`config.mk`:
```
export PLATFORM = sky130hd
export DESIGN_NAME = uart_apb_arbiter
export DESIGN_NICKNAME = d
export VERILOG_FILES = /design/src/rtl/uart_ctrl_pkg.sv /design/src/rtl/rr_arbiter.sv /design/src/rtl/uart_apb_arbiter.sv
export SDC_FILE = /design/constraint.sdc
export NUM_CORES = 1
export LEC_CHECK = 0
export ABC_AREA = 1
export CELL_PAD_IN_SITES_DETAIL_PLACEMENT = 0
export CELL_PAD_IN_SITES_GLOBAL_PLACEMENT = 1
export CORE_AREA = 2 2 145 147
export CTS_CLUSTER_DIAMETER = 40
export DETAILED_ROUTE_END_ITERATION = 6
export DIE_AREA = 0 0 147 149
export PLACE_DENSITY = 0.8
export SYNTH_ARGS = -nofsm -noshare
export SYNTH_HDL_FRONTEND = slang
export SYNTH_HIERARCHICAL = 1
export SYNTH_SLANG_ARGS = --single-unit
```
`constraint.sdc`:
```
create_clock -name clk -period 1.7 [get_ports clk]
set_clock_uncertainty 0.15 [all_clocks]
set_input_delay 0.34 -clock clk [delete_from_list [all_inputs] [get_ports clk]]
set_output_delay 0.34 -clock clk [all_outputs]
set_load 0.02 [all_outputs]
```
`src/rtl/uart_ctrl_pkg.sv`:
```
// +-----------------------------------------------------------------------+
// | uart_ctrl_pkg                                                         |
// | Shared APB state encoding, UART register map and counter width.       |
// | Rev 1.0                                                               |
// +-----------------------------------------------------------------------+
`default_nettype none

package uart_ctrl_pkg;

   typedef enum logic [1:0] {
      IDLE     = 2'd0,
      SETUP    = 2'd1,
      ACCESS   = 2'd2,
      COMPLETE = 2'd3
   } apb_state_e;

   localparam logic [31:0] LCR_ADDR     = 32'd2000;
   localparam logic [31:0] MDR_ADDR     = 32'd2004;
   localparam logic [31:0] TX_FIFO_ADDR = 32'd2008;

   localparam int TMO_CNT_W = 8;

endpackage

`default_nettype wire

```
`src/rtl/rr_arbiter.sv`:
```
// +-----------------------------------------------------------------------+
// | rr_arbiter                                                            |
// | Combinational round-robin pick: search starts just after last_gnt.    |
// | Rev 1.0                                                               |
// +-----------------------------------------------------------------------+
`default_nettype none

module rr_arbiter #(
   parameter int NUM_REQ = 2,
   parameter int IDX_W   = $clog2(NUM_REQ)
) (
   input  logic [NUM_REQ-1:0] req,
   input  logic [IDX_W-1:0]   last_gnt,
   output logic [NUM_REQ-1:0] gnt,
   output logic [IDX_W-1:0]   idx,
   output logic               any
);

   int               cand;
   logic [IDX_W-1:0] cand_idx;

   always_comb begin
      gnt      = '0;
      idx      = '0;
      any      = 1'b0;
      cand     = 0;
      cand_idx = '0;
      for (int off = 1; off <= NUM_REQ; off++) begin
         cand = int'(last_gnt) + off;
         if (cand >= NUM_REQ) begin
            cand = cand - NUM_REQ;
         end
         cand_idx = IDX_W'(cand);
         if (!any && req[cand_idx]) begin
            any           = 1'b1;
            idx           = cand_idx;
            gnt[cand_idx] = 1'b1;
         end
      end
   end

endmodule

`default_nettype wire

```
`src/rtl/uart_apb_arbiter.sv`:
```
// +-----------------------------------------------------------------------+
// | uart_apb_arbiter                                                      |
// | Round-robin sharing of the UART APB slave port among NUM_REQ masters. |
// | Rev 1.0                                                               |
// +-----------------------------------------------------------------------+
`default_nettype none

module uart_apb_arbiter
   import uart_ctrl_pkg::*;
#(
   parameter int NUM_REQ = 2,
   parameter int TIMEOUT = 255
) (
   input  logic                    clk,
   input  logic                    rst_n,
   input  logic [NUM_REQ-1:0]      req,
   input  logic [NUM_REQ-1:0]      req_wr,
   input  logic [NUM_REQ*32-1:0]   req_addr,
   input  logic [NUM_REQ*32-1:0]   req_wdata,
   output logic [NUM_REQ-1:0]      gnt,
   output logic [NUM_REQ-1:0]      done,
   output logic                    err,
   output logic [31:0]             rdata,
   output logic [31:0]             padd,
   output logic [31:0]             pdata,
   output logic                    psel,
   output logic                    pen,
   output logic                    pwr,
   input  logic [31:0]             prdata,
   input  logic                    pready
);

   localparam int IDX_W = $clog2(NUM_REQ);

   apb_state_e             state_q, state_d;
   logic [IDX_W-1:0]       owner_q, owner_d;
   logic [IDX_W-1:0]       last_gnt_q, last_gnt_d;
   logic [NUM_REQ-1:0]     gnt_q, gnt_d;
   logic [31:0]            padd_q, padd_d;
   logic [31:0]            pdata_q, pdata_d;
   logic                   pwr_q, pwr_d;
   logic [31:0]            rdata_q, rdata_d;
   logic                   err_q, err_d;
   logic [TMO_CNT_W-1:0]   cnt_q, cnt_d;

   logic [NUM_REQ-1:0]     arb_gnt;
   logic [IDX_W-1:0]       arb_idx;
   logic                   arb_any;
   int                     sel;

   rr_arbiter #(
      .NUM_REQ (NUM_REQ),
      .IDX_W   (IDX_W)
   ) u_rr_arbiter (
      .req      (req),
      .last_gnt (last_gnt_q),
      .gnt      (arb_gnt),
      .idx      (arb_idx),
      .any      (arb_any)
   );

   always_comb begin
      state_d    = state_q;
      owner_d    = owner_q;
      last_gnt_d = last_gnt_q;
      gnt_d      = gnt_q;
      padd_d     = padd_q;
      pdata_d    = pdata_q;
      pwr_d      = pwr_q;
      rdata_d    = rdata_q;
      err_d      = err_q;
      cnt_d      = cnt_q;
      sel        = int'(arb_idx);
      unique case (state_q)
         IDLE: begin
            if (arb_any) begin
               owner_d = arb_idx;
               gnt_d   = arb_gnt;
               padd_d  = req_addr[sel*32 +: 32];
               pdata_d = req_wdata[sel*32 +: 32];
               pwr_d   = req_wr[arb_idx];
               state_d = SETUP;
            end
         end
         SETUP: begin
            cnt_d   = '0;
            state_d = ACCESS;
         end
         ACCESS: begin
            // pready wins over a timeout reached on the same edge
            if (pready) begin
               if (!pwr_q) begin
                  rdata_d = prdata;
               end
               err_d   = 1'b0;
               state_d = COMPLETE;
            end else begin
               cnt_d = cnt_q + 1'b1;
               if (cnt_d == TMO_CNT_W'(TIMEOUT)) begin
                  err_d   = 1'b1;
                  state_d = COMPLETE;
               end
            end
         end
         COMPLETE: begin
            last_gnt_d = owner_q;
            gnt_d      = '0;
            state_d    = IDLE;
         end
         default: state_d = IDLE;
      endcase
   end

   always_ff @(posedge clk or negedge rst_n) begin
      if (!rst_n) begin
         state_q    <= IDLE;
         owner_q    <= '0;
         last_gnt_q <= IDX_W'(NUM_REQ - 1);
         gnt_q      <= '0;
         padd_q     <= '0;
         pdata_q    <= '0;
         pwr_q      <= 1'b0;
         rdata_q    <= '0;
         err_q      <= 1'b0;
         cnt_q      <= '0;
      end else begin
         state_q    <= state_d;
         owner_q    <= owner_d;
         last_gnt_q <= last_gnt_d;
         gnt_q      <= gnt_d;
         padd_q     <= padd_d;
         pdata_q    <= pdata_d;
         pwr_q      <= pwr_d;
         rdata_q    <= rdata_d;
         err_q      <= err_d;
         cnt_q      <= cnt_d;
      end
   end

   // Strobes decode from the state so an async reset drops them at once
   assign psel  = (state_q == SETUP) || (state_q == ACCESS);
   assign pen   = (state_q == ACCESS);
   assign done  = (state_q == COMPLETE) ? gnt_q : '0;
   assign gnt   = gnt_q;
   assign err   = err_q;
   assign rdata = rdata_q;
   assign padd  = padd_q;
   assign pdata = pdata_q;
   assign pwr   = pwr_q;

endmodule

`default_nettype wire

```
==> impl_metrics.env, run 1 <==
export IMPL_grt_start_max_net_pins=37
export IMPL_drt_total_wl_mm=17.74
export IMPL_cp_num_buf_inv=3
export IMPL_design_die_area_mm2=0.02190
export IMPL_groute_usage_overall_pct=15.58
export IMPL_post_synth_num_cell_types=23
export IMPL_share_clk_of_total_power_pct=15.8
export IMPL_critical_path_end_type="primary output"
export IMPL_power_share_sequential_pct=31.2
export IMPL_grt_antenna_before_repair=1
export IMPL_drt_first_iter_violations=152
export IMPL_max_slew_worst_pin_slew_ns=0.3122
export IMPL_setup_tns_final_ns=-0.7090
export IMPL_dp_cells=1100
export IMPL_layout_setup_ws_ns=-0.05259
export IMPL_gp_congestion=0.7688
export IMPL_globalRouteOverflowTotal=0
export IMPL_power_switching_share_pct=40.97
export IMPL_clkTransAtPathRegs_ns=0.08
export IMPL_drive_gt1_share_pct=17.84
export IMPL_cellPowerDensity_mw_per_mm2=1660
export IMPL_avgViaCountPerCell=4.369
export IMPL_hold_path_class="input port to async pin"
export IMPL_clock_insertion_delay_worst_skew_ns=0.35
export IMPL_syn_inst=546
export IMPL_final_max_slew_violation_count=0
export IMPL_die_width_um=147
export IMPL_power_share_combinational_pct=53.0
export IMPL_cts_inserted_buffers=9
export IMPL_count_of_final_setup_violators=34
export IMPL_unrepaired_setup_endpoints_after_global_routing="yes"
export IMPL_crit_fanout=3
export IMPL_cts_root_buf="clkbuf_16"
export IMPL_ys_ff_latch=112
export IMPL_cts_tree="done"
export IMPL_timing_final_crit_period_ns=1.753
export IMPL_first_pass_iters=4
export IMPL_detailed_place_area_mm2=0.008419
export IMPL_internal_dissipation_mw=8.787
export IMPL_floorplan_rows=53
export IMPL_critPathMostFrequentCell="buf_6"
export IMPL_layout_commonest_cell="clkdlybuf4s50_1"
export IMPL_layout_cells_non_filler=1128
export IMPL_placement_setup_worst_slack_ns=-0.3187
export IMPL_io_pins=271
export IMPL_maxClockFrequency_ghz=0.5706
export IMPL_initial_utilization_pct=24.41
export IMPL_timing_hold_ws_ns=0.2601
export IMPL_critical_path_max_stage_delay_ns=0.44
export IMPL_post_synth_instance_area_mm2=0.005017
export IMPL_maxCapViolCount=0
export IMPL_path_delay_family="flip-flops"
export IMPL_finalInstanceArea_mm2=0.008966
export IMPL_chipHeight_um=149
export IMPL_ys_seq_area_share_pct=55.89
export IMPL_synthesis_nets=719
export IMPL_cp_cell_sequence="inv_2 > buf_6 > ha_4 > buf_6"
export IMPL_critPathLaunchType="register"
export IMPL_core_region_area_mm2=0.02056
export IMPL_cpMaxStageDelayCell="dfrtp_2"
export IMPL_drc_errors=0
export IMPL_design_power_total_mw=14.88
export IMPL_crit_required_ns=1.21
export IMPL_placement_io_buffers=270
export IMPL_clock_tree_htree_level_count=3
export IMPL_max_slew_margin_pct=79.18
export IMPL_finalNetCount=1020
export IMPL_global_route_wire_length_before_repair_mm=26.61
export IMPL_numClockSinks=112
export IMPL_final_period_utilization_pct=103.1
export IMPL_grt_pass1_vias=5128
export IMPL_path_class="register to primary output"
export IMPL_utilization_pct=43.62
export IMPL_commonest_cells_after_routing_fill_and_taps_aside="clkdlybuf4s50_1, a21oi_1, dfrtp_1"
export IMPL_number_of_endpoints_with_negative_hold_slack_in_the_final_report=0
export IMPL_syn_area_per_cell_um2=9.189
export IMPL_longest_clk_path_bufs=2
export IMPL_growth_of_design_area_from_synthesis_to_finish_pct=78.70
export IMPL_status="finished with violations"
export IMPL_post_drt_wl_per_cell_um=15.72
export IMPL_net_switching_power_mw=6.098
export IMPL_critical_path_arrival_ns=1.26
export IMPL_ys_warn_count=6
export IMPL_dp_hpwl_mm=12.41
export IMPL_failed_checks="setup timing"
export IMPL_power_ir_vdd_worst_mv=0.5914
export IMPL_vias=4928
export IMPL_ant_nets=0
export IMPL_cellLeakagePower_nw=3.909
-- cell families (layout without fill, tap and decap cells) --
| kind of cell | count (synthesis) | count (layout) | share of synthesized area [%] |
|---|---|---|---|
| buffers and inverters | 60 | 366 | 4.788 |
| adder cells (fa/ha/maj) | 6 | 6 | 1.496 |
| AO/OA/AOI/OAI | 149 | 149 | 15.14 |
| other | 0 | 1 | 0 |
| multiplexers | 32 | 32 | 7.182 |
| AND/OR/NAND/NOR | 187 | 187 | 15.51 |
| flip-flops | 112 | 112 | 55.89 |
-- cells in the mapped netlist, drive strengths merged --
cell / number / area share [%]
a21oi: 132 / 13
dfrtp: 111 / 55
nand2: 103 / 8.1
nor2: 72 / 5.8
mux2: 32 / 7.2
inv: 29 / 2.2
buf: 17 / 1.6
clkbuf: 14 / 1.0
o21ai: 12 / 1.3
nand3: 9 / 1.2
ha: 6 / 1.5
o22ai: 5 / 0.62
nand4: 2 / 0.25
dfstp: 1 / 0.52
or2: 1 / 0.12
-- metal layers --
metal | vias up | part of all wire [%] | global-route usage (%)
met1 | 2308 | 42 | 18.20
met5 | - | 0 | 0
li1 | 2419 | - | -
met4 | 0 | 1.7 | 5.192
met2 | 184 | 49 | 27.04
met3 | 17 | 7.6 | 5.199
-- power groups by stage --
stage               Clock (mW)  Sequential, mW  Combinational, mW
floorplan                    0            6.10               2.47
global placement             0            4.66               8.06
detailed placement           0            4.69               8.15
CTS                       2.46            4.62               7.58
global route              2.57            4.82               8.53
finish                    2.35            4.65               7.89
-- state kept, by name, summed over array words and instances, names as in the netlist --
signal / cells
owner_q: 1
gnt: 2
last_gnt_q: 1
err: 1
state_q: 2
cnt_q: 8
padd: 32
pdata: 32
pwr: 1
rdata: 32
-- timing repair --
action                                  CTS  global route
gates cloned                              3             2
pin swaps                                 2            13
setup buffers                             3             4
resized for setup                       130            50
hold buffers                              1             0
hold endpoints to repair                 14             0
endpoints found under the setup margin  138           112
-- path summary, 6_finish.rpt --
| check | from | to | slack (ns) | cells after the start |
|---|---|---|---|---|
| worst min-delay path | rst_n | padd[31] | 0.26 | 2 |
| worst max register to register | state_q[0] | rdata[8] | -0.05 | 8 |
| max in group asynchronous | rst_n | pdata[25] | 0.61 | 3 |
| worst min register to register | owner_q | last_gnt_q | 0.32 | 2 |
| min in group clk | owner_q | last_gnt_q | 0.32 | 2 |
| worst max-delay path | state_q[0] | pen | -0.05 | 4 |
-- cell type report --
class	count	area [um2]
Multi-Input combinational cell	374	2148
Antenna cell	1	2.502
Clock inverter	7	98.84
Sequential cell	112	2808
Inverter	29	116.4
Tap cell	275	344.1
Fill cell	2038	11590
Clock buffer	9	225.2
Timing Repair Buffer	321	3223
Power figures use the tool's default switching activity.
==> run 2, diff against run 1 <==
CTS_CLUSTER_DIAMETER = 120   (was 40)
==> results of run 2 <==
Final layout, timing and power as in run 1 (identical DEF).
==> run 3, diff against run 2 <==
CTS_CLUSTER_DIAMETER = 60   (was 120)
GPL_TIMING_DRIVEN = 0   (was default)
SKIP_CTS_REPAIR_TIMING = 1   (was default)
==> run 3 against run 2 <==
Net effect:
- the flow still finishes with violations (setup timing)
- setup slack gained 0.0044 ns
- global-route usage down 0.47 points
- highest routed layer unchanged
- sequential share of layout area is 0.69 points lower
- largest power group unchanged
- sequential power about the same
- clock power fell by 6%
- via count decreased by 0.47%
- largest cell class unchanged
==> impl_metrics.env, run 3 (same netlist as run 1, synthesis figures left out) <==
export IMPL_detailed_place_area_mm2=0.008105
export IMPL_vias=4905
export IMPL_numClockSinks=112
export IMPL_timing_hold_ws_ns=0.3036
export IMPL_die_width_um=147
export IMPL_globalRouteOverflowTotal=0
export IMPL_first_pass_iters=4
export IMPL_antenna_diode_count=0
export IMPL_cellPowerDensity_mw_per_mm2=1648
export IMPL_final_max_slew_violation_count=0
export IMPL_grt_antenna_before_repair=0
export IMPL_finalNetCount=1012
export IMPL_max_slew_worst_pin_slew_ns=0.4790
export IMPL_drive_gt1_share_pct=18.25
export IMPL_drc_errors=0
export IMPL_growth_of_design_area_from_synthesis_to_finish_pct=82.79
export IMPL_crit_required_ns=1.21
export IMPL_max_slew_margin_pct=68.07
export IMPL_grt_pass1_vias=4875
export IMPL_groute_usage_overall_pct=15.11
export IMPL_grt_start_max_net_pins=68
export IMPL_io_pins=271
export IMPL_drt_first_iter_violations=117
export IMPL_avgViaCountPerCell=4.383
export IMPL_critical_path_end_type="primary output"
export IMPL_cellLeakagePower_nw=4.554
export IMPL_core_region_area_mm2=0.02056
export IMPL_cts_inserted_buffers=9
export IMPL_final_period_utilization_pct=102.8
export IMPL_longest_clk_path_bufs=2
export IMPL_drt_total_wl_mm=17.74
export IMPL_ant_nets=0
export IMPL_placement_io_buffers=270
export IMPL_ff2ff_setup_slack_ns=-0.02
export IMPL_dp_hpwl_mm=12.69
export IMPL_initial_utilization_pct=24.41
export IMPL_maxClockFrequency_ghz=0.5720
export IMPL_failed_checks="setup timing"
export IMPL_floorplan_rows=53
export IMPL_maxCapViolCount=0
export IMPL_status="finished with violations"
export IMPL_hold_path_endpoint="gnt[1]"
export IMPL_global_route_wire_length_before_repair_mm=26.06
export IMPL_clkTransAtPathRegs_ns=0.08
export IMPL_critical_path_reg2reg_endpoint="rdata[4]"
export IMPL_power_ir_vdd_worst_mv=0.6765
export IMPL_count_of_final_setup_violators=6
export IMPL_timing_final_crit_period_ns=1.748
export IMPL_hold_path_depth=4
export IMPL_hold_path_startpoint="req[0]"
export IMPL_cts_root_buf="clkbuf_16"
export IMPL_critPathLaunchType="register"
export IMPL_clock_insertion_delay_worst_skew_ns=0.35
export IMPL_commonest_cells_after_routing_fill_and_taps_aside="clkdlybuf4s50_1, a21oi_1, dfrtp_1"
export IMPL_clock_tree_htree_level_count=3
export IMPL_design_die_area_mm2=0.02190
export IMPL_finalInstanceArea_mm2=0.009171
export IMPL_chipHeight_um=149
export IMPL_number_of_endpoints_with_negative_hold_slack_in_the_final_report=0
export IMPL_unrepaired_setup_endpoints_after_global_routing="yes"
export IMPL_hold_path_class="input port to register"
export IMPL_critical_path_reg2reg_startpoint="state_q[0]"
export IMPL_layout_commonest_cell="clkdlybuf4s50_1"
export IMPL_gp_congestion=0.7648
export IMPL_r2r_cells=7
export IMPL_critical_path_arrival_ns=1.26
export IMPL_post_drt_wl_per_cell_um=15.85
export IMPL_path_class="register to primary output"
export IMPL_crit_fanout=4
export IMPL_cts_tree="done"
export IMPL_design_power_total_mw=15.12
export IMPL_layout_setup_ws_ns=-0.04815
[run 3: cell count changes in the layout (fill, tap and decap cells not counted), sizes merged]
cell and delta:
dlymetal6s2s +101, clkdlybuf4s50 -1, bufinv -1, dlygate4sd2 -100, buf -22, diode -1
clkbuf +15, clkinv +2, inv -2
[run 3: critical path, cell delays in order, from the launching register on]
cell and delay [ns]:
dfrtp_2 0.45, inv_2 0.08, ha_4 0.27, buf_6 0.11
[run 3: worst max path at each step]
| stage | from | to | slack, ns | cells after the start |
|---|---|---|---|---|
| floorplan | state_q[0] | rdata[10] | -0.01 | 7 |
| global placement | rst_n | rdata[3] | -4.74 | 1 |
| detailed placement | req[1] | padd[18] | -0.71 | 7 |
| CTS | state_q[0] | psel | -0.64 | 3 |
| global route | state_q[1] | psel | -0.11 | 3 |
| finish | state_q[1] | psel | -0.05 | 3 |
[run 3: cell type report]
type                    instances  area (um2)
well taps                     275       344.1
repair buffers                282        3127
multi-input cells             374        2181
clock buffers                  10       229.0
flip-flops and latches        112        2809
fillers                      1984       11390
inverters                      29       121.4
clock inverters                 6       68.82
plain buffers                  31       291.5
[run 3: routing by layer]
metal | track usage [%] | vias to the layer above | wire length (um)
li1 | - | 2394 | -
met1 | 18.46 | 2310 | 7405
met2 | 25.14 | 181 | 8631
met3 | 4.985 | 20 | 1389
met4 | 5.288 | 0 | 314
met5 | 0 | - | 0
[run 3: report_power, final]
part           leakage, nW  internal, mW  switching, mW
Combinational         3.11          3.92           4.32
Clock                0.143          1.16           1.06
Sequential            1.30          3.95          0.709
Total                 4.55          9.03           6.09
[run 3: through the flow]
step	util, %	setup slack, ns	cells	setup TNS [ns]
6_report	44.61	-0.04815	1119	-0.09664
5_1_grt	44.61	-0.1108	1119	-1.031
4_1_cts	40.88	-0.6376	1108	-48.90
3_5_place_dp	39.43	-0.7123	1092	-52.47
3_3_place_gp	39.29	-4.744	1091	-580.06
2_1_floorplan	-	-0.01370	546	-0.2730
